`config.mk`:
```
export PLATFORM = sky130hd
export DESIGN_NAME = reg_write_seq
export DESIGN_NICKNAME = d
export VERILOG_FILES = /design/src/rtl/reg_write_pkg.sv /design/src/rtl/reg_write_seq_nibble_fifo.sv /design/src/rtl/reg_write_seq.sv
export SDC_FILE = /design/constraint.sdc
export NUM_CORES = 1
export LEC_CHECK = 0
export ABC_AREA = 1
export CAP_MARGIN = 20
export CORE_UTILIZATION = 30
export CTS_CLUSTER_DIAMETER = 200
export DETAILED_ROUTE_END_ITERATION = 16
export PLACE_DENSITY = 0.48
export SYNTH_ARGS = -nofsm -noshare
export SYNTH_HDL_FRONTEND = slang
export SYNTH_SLANG_ARGS = --single-unit
export TNS_END_PERCENT = 1
```
`constraint.sdc`:
```
create_clock -name clk -period 1.9 [get_ports clk]
set_input_delay 0.19 -clock clk [delete_from_list [all_inputs] [get_ports clk]]
set_output_delay 0.19 -clock clk [all_outputs]
set_load 0.01 [all_outputs]
```
`src/rtl/reg_write_pkg.sv`:
```
// -----------------------------------------------------------------------------
// reg_write_pkg
// Shared types and constants for the register write sequencer.
//   NREG        : number of downstream 4-bit registers (fixed at 4)
//   dest_t      : destination register index (2 bits)
//   nibble_t    : register data value (4 bits)
//   LOAD_IDLE   : value of the active-low load strobe bus when no load occurs
//   state_t     : sequencer FSM states {IDLE, ISSUE}
//   wr_entry_t  : one queued write {dest, data}, 6 bits
//   load_strobe : converts a destination index into an active-low one-cold strobe
// -----------------------------------------------------------------------------
package reg_write_pkg;

    localparam int NREG = 4;

    typedef logic [1:0] dest_t;
    typedef logic [3:0] nibble_t;

    localparam logic [NREG-1:0] LOAD_IDLE = 4'b1111;

    typedef enum logic {
        IDLE  = 1'b0,
        ISSUE = 1'b1
    } state_t;

    typedef struct packed {
        dest_t   dest;
        nibble_t data;
    } wr_entry_t;

    localparam int ENTRY_W = $bits(wr_entry_t);

    // Exactly one bit low: the bit selected by dest.
    function automatic logic [NREG-1:0] load_strobe(input dest_t dest);
        return ~(NREG'(1) << dest);
    endfunction

endpackage

```
`src/rtl/reg_write_seq_nibble_fifo.sv`:
```
// -----------------------------------------------------------------------------
// nibble_fifo
// Small first-word-fall-through FIFO holding queued register writes.
// The head entry is visible combinationally so the sequencer can inspect
// and pop it on the same edge; storage is therefore kept in fabric
// registers rather than a block RAM with a registered read port.
//
// Parameters
//   DEPTH  : number of entries (1..4)
//   WIDTH  : entry width in bits
//   CNT_W  : width of the occupancy count
// Ports
//   clk          : clock, rising edge
//   reset        : asynchronous active-high reset, empties the FIFO
//   i_push       : write i_push_data (ignored when full)
//   i_push_data  : entry to append
//   i_pop        : discard the head entry (ignored when empty)
//   o_head       : current head entry (meaningful when o_count != 0)
//   o_count      : number of stored entries
// -----------------------------------------------------------------------------
module nibble_fifo #(
    parameter int DEPTH = 2,
    parameter int WIDTH = 6,
    parameter int CNT_W = $clog2(DEPTH + 1)
) (
    input  logic             clk,
    input  logic             reset,
    input  logic             i_push,
    input  logic [WIDTH-1:0] i_push_data,
    input  logic             i_pop,
    output logic [WIDTH-1:0] o_head,
    output logic [CNT_W-1:0] o_count
);

    localparam int PTR_W = (DEPTH > 1) ? $clog2(DEPTH) : 1;

    logic [WIDTH-1:0] r_mem [DEPTH];
    logic [PTR_W-1:0] r_wr_ptr;
    logic [PTR_W-1:0] r_rd_ptr;
    logic [CNT_W-1:0] r_count;

    logic w_do_push;
    logic w_do_pop;

    // Pointers wrap explicitly because DEPTH need not be a power of two.
    function automatic logic [PTR_W-1:0] ptr_inc(input logic [PTR_W-1:0] p);
        return (p == PTR_W'(DEPTH - 1)) ? '0 : p + 1'b1;
    endfunction

    assign w_do_push = i_push && (r_count != CNT_W'(DEPTH));
    assign w_do_pop  = i_pop  && (r_count != '0);

    // Storage contents are don't-care while empty, so no reset is needed here.
    always_ff @(posedge clk) begin
        if (w_do_push) begin
            r_mem[r_wr_ptr] <= i_push_data;
        end
    end

    always_ff @(posedge clk or posedge reset) begin
        if (reset) begin
            r_wr_ptr <= '0;
            r_rd_ptr <= '0;
            r_count  <= '0;
        end else begin
            if (w_do_push) begin
                r_wr_ptr <= ptr_inc(r_wr_ptr);
            end
            if (w_do_pop) begin
                r_rd_ptr <= ptr_inc(r_rd_ptr);
            end
            case ({w_do_push, w_do_pop})
                2'b10:   r_count <= r_count + 1'b1;
                2'b01:   r_count <= r_count - 1'b1;
                default: r_count <= r_count;
            endcase
        end
    end

    assign o_head  = r_mem[r_rd_ptr];
    assign o_count = r_count;

endmodule

```
`src/rtl/reg_write_seq.sv`:
```
// -----------------------------------------------------------------------------
// reg_write_seq
// Queues register write requests and replays them onto a shared 4-bit data
// bus with one active-low load strobe per destination register, one write
// per cycle. Issue can be stalled with hold while the queue keeps accepting.
//
// Optional feature: define REG_WRITE_SEQ_SUPPRESS_EN to keep a shadow copy of
// every register; a queued write whose data already matches the shadow of
// its destination is dropped at issue time and produces no strobe.
//
// Parameters
//   DEPTH : write-queue entries (1..4)
//   NREG  : number of downstream registers (4)
// Ports
//   clk       : clock, rising edge
//   reset     : asynchronous active-high reset
//   req_valid : write request present
//   req_ready : queue can accept (transfer when valid & ready at an edge)
//   req_dest  : destination register index
//   req_data  : value to write
//   hold      : stall issue; queue still accepts while not full
//   load_n    : registered per-register load strobes, active low, one-cold
//   wr_data   : registered shared data bus, holds its last value when idle
//   busy      : queue non-empty or a strobe currently driven
// -----------------------------------------------------------------------------
module reg_write_seq
    import reg_write_pkg::*;
#(
    parameter int DEPTH = 2,
    parameter int NREG  = reg_write_pkg::NREG
) (
    input  logic            clk,
    input  logic            reset,
    input  logic            req_valid,
    output logic            req_ready,
    input  logic [1:0]      req_dest,
    input  logic [3:0]      req_data,
    input  logic            hold,
    output logic [NREG-1:0] load_n,
    output logic [3:0]      wr_data,
    output logic            busy
);

    localparam int CNT_W = $clog2(DEPTH + 1);

    wr_entry_t       w_push_entry;
    wr_entry_t       w_head;
    logic [CNT_W-1:0] w_count;
    logic            w_push;
    logic            w_pop;
    logic            w_can_issue;
    logic            w_suppress;
    logic            w_strobe;

    state_t          r_state;
    state_t          w_state_next;
    logic [NREG-1:0] r_load_n;
    logic [NREG-1:0] w_load_n_next;
    nibble_t         r_wr_data;
    nibble_t         w_wr_data_next;

    // ------------------------------------------------------------------
    // Request queue. Ready is based on the current count only: a pop on
    // the same edge does not free a slot for the incoming request.
    // ------------------------------------------------------------------
    assign req_ready         = (w_count < CNT_W'(DEPTH));
    assign w_push            = req_valid && req_ready;
    assign w_push_entry.dest = req_dest;
    assign w_push_entry.data = req_data;

    nibble_fifo #(
        .DEPTH (DEPTH),
        .WIDTH (ENTRY_W),
        .CNT_W (CNT_W)
    ) u_fifo (
        .clk         (clk),
        .reset       (reset),
        .i_push      (w_push),
        .i_push_data (w_push_entry),
        .i_pop       (w_pop),
        .o_head      (w_head),
        .o_count     (w_count)
    );

    // ------------------------------------------------------------------
    // Redundant-write suppression
    // ------------------------------------------------------------------
`ifdef REG_WRITE_SEQ_SUPPRESS_EN
    logic [NREG*4-1:0] w_shadow_flat;
    nibble_t           w_shadow_head;

    genvar gi;
    generate
        for (gi = 0; gi < NREG; gi++) begin : g_shadow
            nibble_t r_shadow;

            // Tracks the value last strobed into register gi.
            always_ff @(posedge clk or posedge reset) begin
                if (reset) begin
                    r_shadow <= '0;
                end else if (w_strobe && (w_head.dest == dest_t'(gi))) begin
                    r_shadow <= w_head.data;
                end
            end

            assign w_shadow_flat[gi*4 +: 4] = r_shadow;
        end
    endgenerate

    assign w_shadow_head = w_shadow_flat[{w_head.dest, 2'b00} +: 4];
    // Compared against the head at issue, so earlier queued writes to the
    // same register have already updated the shadow.
    assign w_suppress    = (w_head.data == w_shadow_head);
`else
    assign w_suppress = 1'b0;
`endif

    // ------------------------------------------------------------------
    // Sequencer FSM. ISSUE means the head is popped on the coming edge;
    // the decision depends only on queue occupancy and hold, so a request
    // accepted into an empty queue is popped on the very next edge.
    // ------------------------------------------------------------------
    assign w_can_issue = (w_count != '0) && !hold;

    always_comb begin
        w_state_next   = IDLE;
        w_pop          = 1'b0;
        w_strobe       = 1'b0;
        w_load_n_next  = LOAD_IDLE;
        w_wr_data_next = r_wr_data;

        case (r_state)
            IDLE: begin
                if (w_can_issue) begin
                    w_state_next = ISSUE;
                end
            end
            ISSUE: begin
                if (w_can_issue) begin
                    w_state_next = ISSUE;
                end
            end
            default: begin
                w_state_next = IDLE;
            end
        endcase

        if (w_state_next == ISSUE) begin
            w_pop    = 1'b1;
            // A suppressed entry still consumes its issue slot.
            w_strobe = !w_suppress;
        end

        if (w_strobe) begin
            w_load_n_next  = load_strobe(w_head.dest);
            w_wr_data_next = w_head.data;
        end
    end

    always_ff @(posedge clk or posedge reset) begin
        if (reset) begin
            r_state   <= IDLE;
            r_load_n  <= LOAD_IDLE;
            r_wr_data <= '0;
        end else begin
            r_state   <= w_state_next;
            r_load_n  <= w_load_n_next;
            r_wr_data <= w_wr_data_next;
        end
    end

    assign load_n  = r_load_n;
    assign wr_data = r_wr_data;
    assign busy    = (w_count != '0) || (r_load_n != LOAD_IDLE);

endmodule

```
==> results of run 1 <==
[cells by family after synthesis]
group / count (synthesis)
AOI/OAI and AO/OA: 5
xor gates and xnor gates: 2
adders and majority gates: 1
buffers and inverters: 11
DFF: 24
and+or+nand+nor: 47
[report_power, final]
part / leakage, uW / internal, uW / switching (uW) / total [uW]
sequential: 0.000250 / 720 / 123 / 844
combinational: 0.000283 / 318 / 347 / 665
clock: 0.0000210 / 117 / 153 / 270
total: 0.000554 / 1160 / 623 / 1780
[cell type report]
cell class | instances | share of cell area
sequential | 24 | 0.5247
multi-input combinational | 55 | 0.2081
timing repair buffer | 21 | 0.1617
tap | 44 | 0.04339
inverter | 10 | 0.03353
clock buffer | 4 | 0.02860
[synth_stat cells]
library cell | number | area (um2)
nand4_1 | 1 | 6.260
o21ai_0 | 2 | 10.01
dfstp_2 | 4 | 105.1
nor3_1 | 1 | 5.000
xor2_1 | 1 | 8.760
nand2_4 | 1 | 11.26
nor2_1 | 2 | 7.510
ha_1 | 1 | 12.51
nand2_1 | 36 | 135.1
nand3_1 | 6 | 30.03
edfxtp_1 | 12 | 360.4
inv_2 | 1 | 3.750
buf_4 | 1 | 7.510
o21ai_1 | 2 | 10.01
xnor2_1 | 1 | 8.760
dfrtp_1 | 8 | 200.2
inv_4 | 2 | 12.51
inv_1 | 7 | 26.28
o21bai_4 | 1 | 18.77
[state kept, by name, summed over array words and instances (netlist names)]
name and cells:
u_fifo.o_count 2, wr_data 4, u_fifo.r_rd_ptr 1, u_fifo.r_mem 12
u_fifo.r_wr_ptr 1, load_n 4
[final timing paths]
path | cells past startpoint | endpoint | slack (ns)
setup / recovery | 4 | busy | 0.11
hold / removal | 2 | wr_data[1] | 0.16
setup reg to reg | 7 | u_fifo.o_count[1] | 0.41
hold reg to reg | 2 | wr_data[3] | 0.49
max in group asynchronous | 2 | load_n[0] | 1.41
min in group clk | 1 | u_fifo.r_mem[0][4] | 0.44
[worst max-delay path, delay by kind of cell, from the launching register on]
| kind | cells | cell delay (ns) |
|---|---|---|
| buffers and inverters | 1 | 0.48 |
| flip-flops | 1 | 0.55 |
| AND/OR/NAND/NOR | 3 | 0.25 |
[through the flow]
| stage | cells | total power [uW] |
|---|---|---|
| finish | 158 | 1779 |
| global route | 158 | 1927 |
| CTS | 158 | 1804 |
| detailed placement | 154 | 1532 |
| global placement | 154 | 1524 |
| floorplan | 90 | 1248 |
[routing by layer]
layer / vias up / part of all wire / GRT usage / routed length [um]
met5: - / 0 / 0 / 0
met3: 4 / 0.042 / 0.02620 / 68
li1: 338 / - / - / -
met1: 286 / 0.50 / 0.1487 / 811
met4: 0 / 0.018 / 0.06122 / 29
met2: 20 / 0.44 / 0.1721 / 727
==> impl_metrics.py, run 1 <==
metrics = {
    "yosys": {
        "syn_nets": 101,
        "synth_compound_area_frac": 0.03959,
        "synth_top_family_by_area": "simple AND/OR/NAND/NOR gates",
        "synth-simple-area-share": 0.1992,
        "syn_inst": 90,
        "avgSynthCellArea_um2": 10.89,
        "yosysWarnings": 0,
        "syn-cell-area_um2": 979.7,
        "muxShareOfSynthArea": 0,
        "ys_ff_latch": 24,
        "synth-adder-area-share": 0.01277,
        "ys_seq_area_frac": 0.6794,
        "ys_types": 19,
        "synth_xor_area_frac": 0.01788,
    },
    "setup_path": {
        "slowest_stage": "dfstp_2",
        "cp.arrival_ns": 1.60,
        "worstPathRequired_ns": 1.71,
        "slowest_delay_ns": 0.55,
        "crit_type": "flop to output port",
        "cp-end-kind": "output port",
        "path_max_fanout": 2,
        "start_kind": "flop",
        "startpoint": "load_n[2]",
        "cp_cell_sequence": "nand2_1, nor3_1, nand3_1, clkdlybuf4s50_1",
        "r2r_start": "u_fifo.o_count[1]",
    },
    "timing": {
        "rsz0062_at_grt": "no",
        "relSlewSlack": 0.6970,
        "hold_ws_ns": 0.1571,
        "hold_viol_final": 0,
        "drv_slew": 0,
        "finalCritPeriodShare": 0.9397,
        "setup_slack_ns": 0.1145,
        "min_period_ns": 1.785,
        "skew_ns": 0.006527,
        "fin_tns_setup_ns": 0,
        "tightest_slew_ns": 0.4540,
        "fmax_ghz": 0.5601,
        "finalSetupViolCount": 0,
    },
    "routing": {
        "postRouteAntennaNets": 0,
        "vias_per_cell": 4.101,
        "vias": 648,
        "drt_pass1_iterations": 4,
        "wl_per_cell_um": 10.35,
        "drt-initial-drc-count": 18,
        "routed_wl_um": 1636,
        "drcViolationCount": 0,
    },
    "die": {
        "die_x_um": 59.15,
        "die_area_um2": 3498,
        "num_rows": 20,
        "ios": 20,
        "start_util": 0.3183,
        "die-height_um": 59.15,
        "coreArea_um2": 3078,
    },
    "grt": {
        "grt_util_all_layers": 0.1129,
        "grt_pass1_wl_um": 2835,
        "grt_start_max_net_pins": 14,
        "antenna_found_initial": 0,
        "first_global_vias": 636,
        "overflow": 0,
    },
    "layout": {
        "final_net_count": 126,
        "final_area_um2": 1269,
        "seqCellArea_um2": 665.6,
        "drive_gt1_frac": 0.1316,
        "antenna_cells": 0,
        "syn_to_final_growth_pct": 29.50,
        "n_fill_cell": 313,
        "final_cell_mix": "nand2_1, clkdlybuf4s50_1, edfxtp_1",
        "multiInputGateArea_um2": 264.0,
        "final_util": 0.4122,
        "layout_commonest_cell": "nand2_1",
    },
    "clock_network": {
        "cts.htree.levels": 1,
        "cts-root-buf": "clkbuf_4",
        "cts_made_buffers": 3,
        "clock_path_buffers": 2,
        "cts_resized": 0,
        "clk_pin_slew_ns": 0.13,
        "post_cts_buffers": 0,
        "cts_tree": "built",
        "cts_sinks": 24,
        "cts-hold-fix-buffers": 0,
        "clk_latency_ns": 0.31,
    },
    "placed_design": {
        "globalplace.congestion": 0.7355,
        "pre_cts_slack_ns": 0.3183,
        "dpl_cell_area_um2": 1232,
        "dp_hpwl_um": 1209,
        "io_buffers": 19,
    },
    "worst_hold_path": {
        "hold_class": "primary input to async pin",
    },
    "flow_run": {
        "cap_violations": 0,
    },
    "pwr": {
        "powerDensity_nw_per_um2": 1403,
        "p_leak_uw": 0.0005543,
        "peakVddDrop_uv": 430.3,
    },
    "run_status": {
        "outcome": "completed",
    },
}
No activity file was read; power rests on OpenSTA's default activity.
==> run 2: changes to the inputs <==
GPL_TIMING_DRIVEN = 0   (was not set)
clock period = 2 ns   (was 1.9 ns; I/O delays follow)
==> impl_metrics.py, run 2 (synthesized netlist as in run 1, its figures left out) <==
metrics = {
    "run_status": {
        "outcome": "completed",
    },
    "die": {
        "ios": 20,
        "num_rows": 20,
        "die_area_um2": 3498,
        "die_x_um": 59.15,
        "start_util": 0.3183,
        "coreArea_um2": 3078,
        "die-height_um": 59.15,
    },
    "routing": {
        "drt-initial-drc-count": 10,
        "postRouteAntennaNets": 0,
        "routed_wl_um": 1496,
        "vias": 635,
        "vias_per_cell": 4.045,
        "wl_per_cell_um": 9.529,
        "drcViolationCount": 0,
        "drt_pass1_iterations": 4,
    },
    "layout": {
        "n_fill_cell": 321,
        "drive_gt1_frac": 0.1150,
        "syn_to_final_growth_pct": 27.71,
        "final_cell_mix": "nand2_1, clkdlybuf4s50_1, edfxtp_1",
        "layout_commonest_cell": "nand2_1",
        "final_net_count": 125,
        "antenna_cells": 0,
        "top_register": "u_fifo.r_mem",
        "final_util": 0.4065,
        "instances_no_fill": 157,
        "largest_reg_flops": 12,
    },
    "timing": {
        "tightest_slew_ns": 0.5398,
        "fin_tns_setup_ns": 0,
        "drv_slew": 0,
        "skew_ns": 0.001663,
        "min_period_ns": 1.787,
        "fmax_ghz": 0.5596,
        "finalSetupViolCount": 0,
        "hold_viol_final": 0,
        "setup_slack_ns": 0.2132,
        "relSlewSlack": 0.6388,
        "rsz0062_at_grt": "no",
        "finalCritPeriodShare": 0.8934,
    },
    "clock_network": {
        "cts_resized": 0,
        "cts-root-buf": "clkbuf_4",
        "cts_tree": "built",
        "cts_made_buffers": 3,
        "cts-hold-fix-buffers": 0,
        "clock_path_buffers": 2,
        "post_cts_buffers": 0,
        "clk_latency_ns": 0.30,
        "cts.htree.levels": 1,
        "clk_pin_slew_ns": 0.12,
        "cts_sinks": 24,
    },
    "pwr": {
        "powerDensity_nw_per_um2": 1299,
        "p_leak_uw": 0.0005430,
        "peakVddDrop_uv": 467.2,
        "power_uw": 1626,
    },
    "setup_path": {
        "worstPathRequired_ns": 1.80,
        "crit_type": "flop to output port",
        "cp_cell_sequence": "nand2_1, nor3_1, nand3_1, clkdlybuf4s50_1",
        "cp.arrival_ns": 1.59,
        "path_max_fanout": 2,
        "slowest_stage": "dfstp_2",
        "start_kind": "flop",
        "cp-end-kind": "output port",
        "slowest_delay_ns": 0.55,
    },
    "worst_hold_path": {
        "hold_class": "primary input to async pin",
    },
    "placed_design": {
        "io_buffers": 19,
        "globalplace.congestion": 0.7465,
        "dp.cells": 153,
        "dp_hpwl_um": 1162,
        "pre_cts_slack_ns": 0.3781,
    },
    "grt": {
        "grt_util_all_layers": 0.1021,
        "overflow": 0,
        "antenna_found_initial": 0,
        "grt_pass1_wl_um": 2587,
        "grt_start_max_net_pins": 14,
        "first_global_vias": 605,
    },
    "flow_run": {
        "cap_violations": 0,
    },
}
[run 2: report_power, final]
part	switching (uW)	internal [uW]
combinational	350	301
sequential	83.0	686
clock	134	72.9
[run 2: cell type report]
cell class	count	area, um2	share of cell area
Clock buffer	3	22.52	0.01800
Sequential cell	24	665.6	0.5320
Inverter	10	42.54	0.03400
Clock inverter	1	3.754	0.003000
Tap cell	44	55.05	0.04400
Multi-Input combinational cell	55	264.0	0.2110
Timing Repair Buffer	19	190.2	0.1520
Buffer	1	7.507	0.006000
[run 2: stage by stage]
step / hold slack, ns / instance area [um2]
floorplan: 0.06184 / 979.7
global placement: 0.4624 / 1225
detailed placement: 0.4656 / 1225
CTS: 0.1832 / 1251
global route: 0.2062 / 1251
finish: 0.1749 / 1251
[run 2: worst paths after layout]
check / from / cells past startpoint / slack, ns / end
setup reg to reg: u_fifo.o_count[1] / 7 / 0.52 / u_fifo.o_count[1]
max in group asynchronous: reset / 2 / 1.49 / load_n[1]
setup / recovery: load_n[2] / 4 / 0.21 / busy
hold reg to reg: wr_data[1] / 2 / 0.49 / wr_data[1]
min in group clk: req_dest[1] / 1 / 0.47 / u_fifo.r_mem[1][5]
hold / removal: reset / 2 / 0.17 / wr_data[0]
[run 2: critical path: cells and delay by family (launching register included)]
kind	cells	cell delay, ns
simple gates	3	0.26
buf+inv	1	0.48
flops	1	0.55
[run 2: metal layers]
metal | part of all wire | GRT usage | wire, um | up-vias
met5 | 0 | 0 | 0 | -
met2 | 0.43 | 0.1526 | 641 | 20
met4 | 0.011 | 0.03061 | 17 | 0
li1 | - | - | - | 336
met1 | 0.50 | 0.1332 | 742 | 277
met3 | 0.064 | 0.04585 | 96 | 2
==> run 3: changes to the inputs <==
ABC_AREA = not set   (was 1)
MAX_ROUTING_LAYER = met4   (was not set)
PLACE_DENSITY = 0.49   (was 0.48)
==> impl_metrics.py, run 3 <==
metrics = {
    "run_status": {
        "outcome": "finished, violations left",
        "violations": "design-rule violations",
    },
    "yosys": {
        "yosysTopAreaCell": "edfxtp_1",
        "synth_ff_type": "edfxtp_1",
        "avgSynthCellArea_um2": 13.74,
        "syn_nets": 79,
        "muxShareOfSynthArea": 0.04284,
        "ys_ff_latch": 24,
        "synth-simple-area-share": 0.1017,
        "yosysWarnings": 0,
        "synth-adder-area-share": 0.01339,
        "synth.most_common_cell": "edfxtp_1",
        "syn-cell-area_um2": 934.6,
        "syn_inst": 68,
        "synth_top_family_by_area": "simple AND/OR/NAND/NOR gates",
        "synth_compound_area_frac": 0.05890,
        "synth_edf_count": 12,
        "yosys-top-cells-count": "edfxtp_1, nand2_1, dfrtp_1",
        "synth-async-reset-ratio": 0.5000,
        "ys_seq_area_frac": 0.7122,
        "synth_top_area_share": 0.3855,
        "ys_types": 21,
        "synth_xor_area_frac": 0.04685,
        "synth_area_leaders": "edfxtp_1, dfrtp_1, dfstp_2",
    },
    "timing": {
        "tightest_slew_ns": 0.5366,
        "skew_ns": 0.005245,
        "relSlewSlack": 0.6410,
        "fin_tns_setup_ns": 0,
        "rsz0062_at_grt": "no",
        "hold_viol_final": 0,
        "finalCritPeriodShare": 0.8732,
        "finalSetupViolCount": 0,
        "fmax_ghz": 0.5726,
        "drv_slew": 0,
        "min_period_ns": 1.746,
    },
    "layout": {
        "seqCellArea_um2": 665.6,
        "syn_to_final_growth_pct": 30.12,
        "final_net_count": 103,
        "drive_gt1_frac": 0.1099,
        "instances_no_fill": 122,
        "final_cell_mix": "clkdlybuf4s50_1, edfxtp_1, nand2_1",
        "final_area_um2": 1216,
        "layout_commonest_cell": "clkdlybuf4s50_1",
        "top_register": "u_fifo.r_mem",
        "multiInputGateArea_um2": 246.5,
        "antenna_cells": 0,
        "n_fill_cell": 277,
        "largest_reg_flops": 12,
        "final_util": 0.4263,
    },
    "pwr": {
        "comb_power_share": 0.341,
        "swShare": 0.2910,
        "seqPwrFrac": 0.456,
        "internal_power_uw": 1193,
        "peakVddDrop_uv": 358.9,
        "p_clk_frac": 0.203,
        "powerDensity_nw_per_um2": 1383,
        "p_sw_uw": 489.5,
        "p_leak_uw": 0.0004733,
    },
    "die": {
        "coreArea_um2": 2853,
        "start_util": 0.3276,
        "num_rows": 19,
        "die_x_um": 57.82,
        "die_area_um2": 3343,
        "ios": 20,
        "die-height_um": 57.82,
    },
    "setup_path": {
        "cp-end-kind": "output port",
        "crit_family": "flip-flops",
        "cp.arrival_ns": 1.55,
        "path_buf_inv": 1,
        "path_max_fanout": 2,
        "slowest_stage": "dfstp_2",
        "cp_cell_sequence": "and4_1, nand2_1, clkdlybuf4s50_1",
        "slowest_delay_ns": 0.54,
        "crit_type": "flop to output port",
        "worstPathRequired_ns": 1.80,
        "start_kind": "flop",
    },
    "clock_network": {
        "cts.htree.levels": 1,
        "post_cts_buffers": 0,
        "cts_made_buffers": 3,
        "cts_sinks": 24,
        "clk_pin_slew_ns": 0.13,
        "cts_tree": "built",
        "clk_latency_ns": 0.31,
        "cts-hold-fix-buffers": 0,
        "cts_resized": 0,
        "cts-root-buf": "clkbuf_4",
        "clock_path_buffers": 2,
    },
    "routing": {
        "vias_per_cell": 4.434,
        "wl_met3_um": 51,
        "wl_per_cell_um": 12.32,
        "postRouteAntennaNets": 0,
        "drcViolationCount": 2,
        "vias": 541,
        "wl_met2_um": 698,
        "top_layer": "met4",
        "drt-initial-drc-count": 11,
        "met1_length_um": 726,
        "drt_pass1_iterations": 9,
        "routed_wl_um": 1503,
    },
    "placed_design": {
        "io_buffers": 19,
        "dpl_cell_area_um2": 1164,
        "globalplace.congestion": 0.7474,
        "dp_hpwl_um": 1147,
        "dp.cells": 118,
    },
    "grt": {
        "first_global_vias": 547,
        "antenna_found_initial": 0,
        "overflow": 0,
        "grt_start_max_net_pins": 15,
        "grt_pass1_wl_um": 2401,
        "grt_util_all_layers": 0.1034,
    },
    "worst_hold_path": {
        "hold_class": "primary input to async pin",
    },
    "flow_run": {
        "cap_violations": 0,
    },
}
## run 3: cell types whose count changed after synthesis, moves of 2 or more
cell and delta:
nand2_1 -26, inv_4 -2, o21ai_0 +4, xnor2_1 +4, inv_1 -3, mux2i_1 +4
nand3_1 -5, o21ai_1 -2
## run 3: final timing paths
path,startpoint,end,slack (ns),depth (start not counted)
max,load_n[2],busy,0.25,3
min,reset,wr_data[1],0.16,2
max reg2reg,u_fifo.o_count[0],u_fifo.o_count[1],0.35,5
min reg2reg,wr_data[0],wr_data[0],0.49,2
max in group asynchronous,reset,load_n[2],1.51,2
min in group clk,req_data[2],u_fifo.r_mem[0][2],0.46,1
## run 3: logic make-up after synthesis
group	after synthesis
XOR/XNOR	5
buffers and inverters	5
multiplexers	4
AO/OA/AOI/OAI	9
AND/OR/NAND/NOR	20
flip-flops	24
adder cells (fa/ha/maj)	1
## run 3: power groups by stage
| stage | clock [uW] | combinational, uW | sequential, uW |
|---|---|---|---|
| 6_report | 342 | 574 | 766 |
| 4_1_cts | 354 | 583 | 771 |
| 3_5_place_dp | 0 | 582 | 782 |
| 2_1_floorplan | 0 | 324 | 791 |
| 3_3_place_gp | 0 | 575 | 772 |
| 5_1_grt | 374 | 623 | 789 |
## run 3: area by class of cell
| type | count | share of cell area |
|---|---|---|
| clock inverters | 1 | 0.02469 |
| flip-flops and latches | 24 | 0.5473 |
| inverters | 4 | 0.01235 |
| plain buffers | 1 | 0.006173 |
| clock buffers | 3 | 0.01852 |
| multi-input cells | 39 | 0.2027 |
| well taps | 31 | 0.03189 |
| repair buffers | 19 | 0.1564 |
## run 3: layer usage
layer | global-route usage | vias up
met2 | 0.1576 | 13
met3 | 0.01339 | 2
met5 | - | -
li1 | - | 280
met1 | 0.1232 | 246
met4 | 0.08163 | 0
## run 3: metrics by stage
step	setup slack, ns	hold WS (ns)	total power (uW)
6_report	0.2537	0.1622	1682
5_1_grt	0.1812	0.2046	1786
4_1_cts	0.2320	0.1713	1708
3_5_place_dp	0.2741	0.4699	1364
3_3_place_gp	0.2827	0.4614	1347
2_1_floorplan	0.5504	0.06184	1116
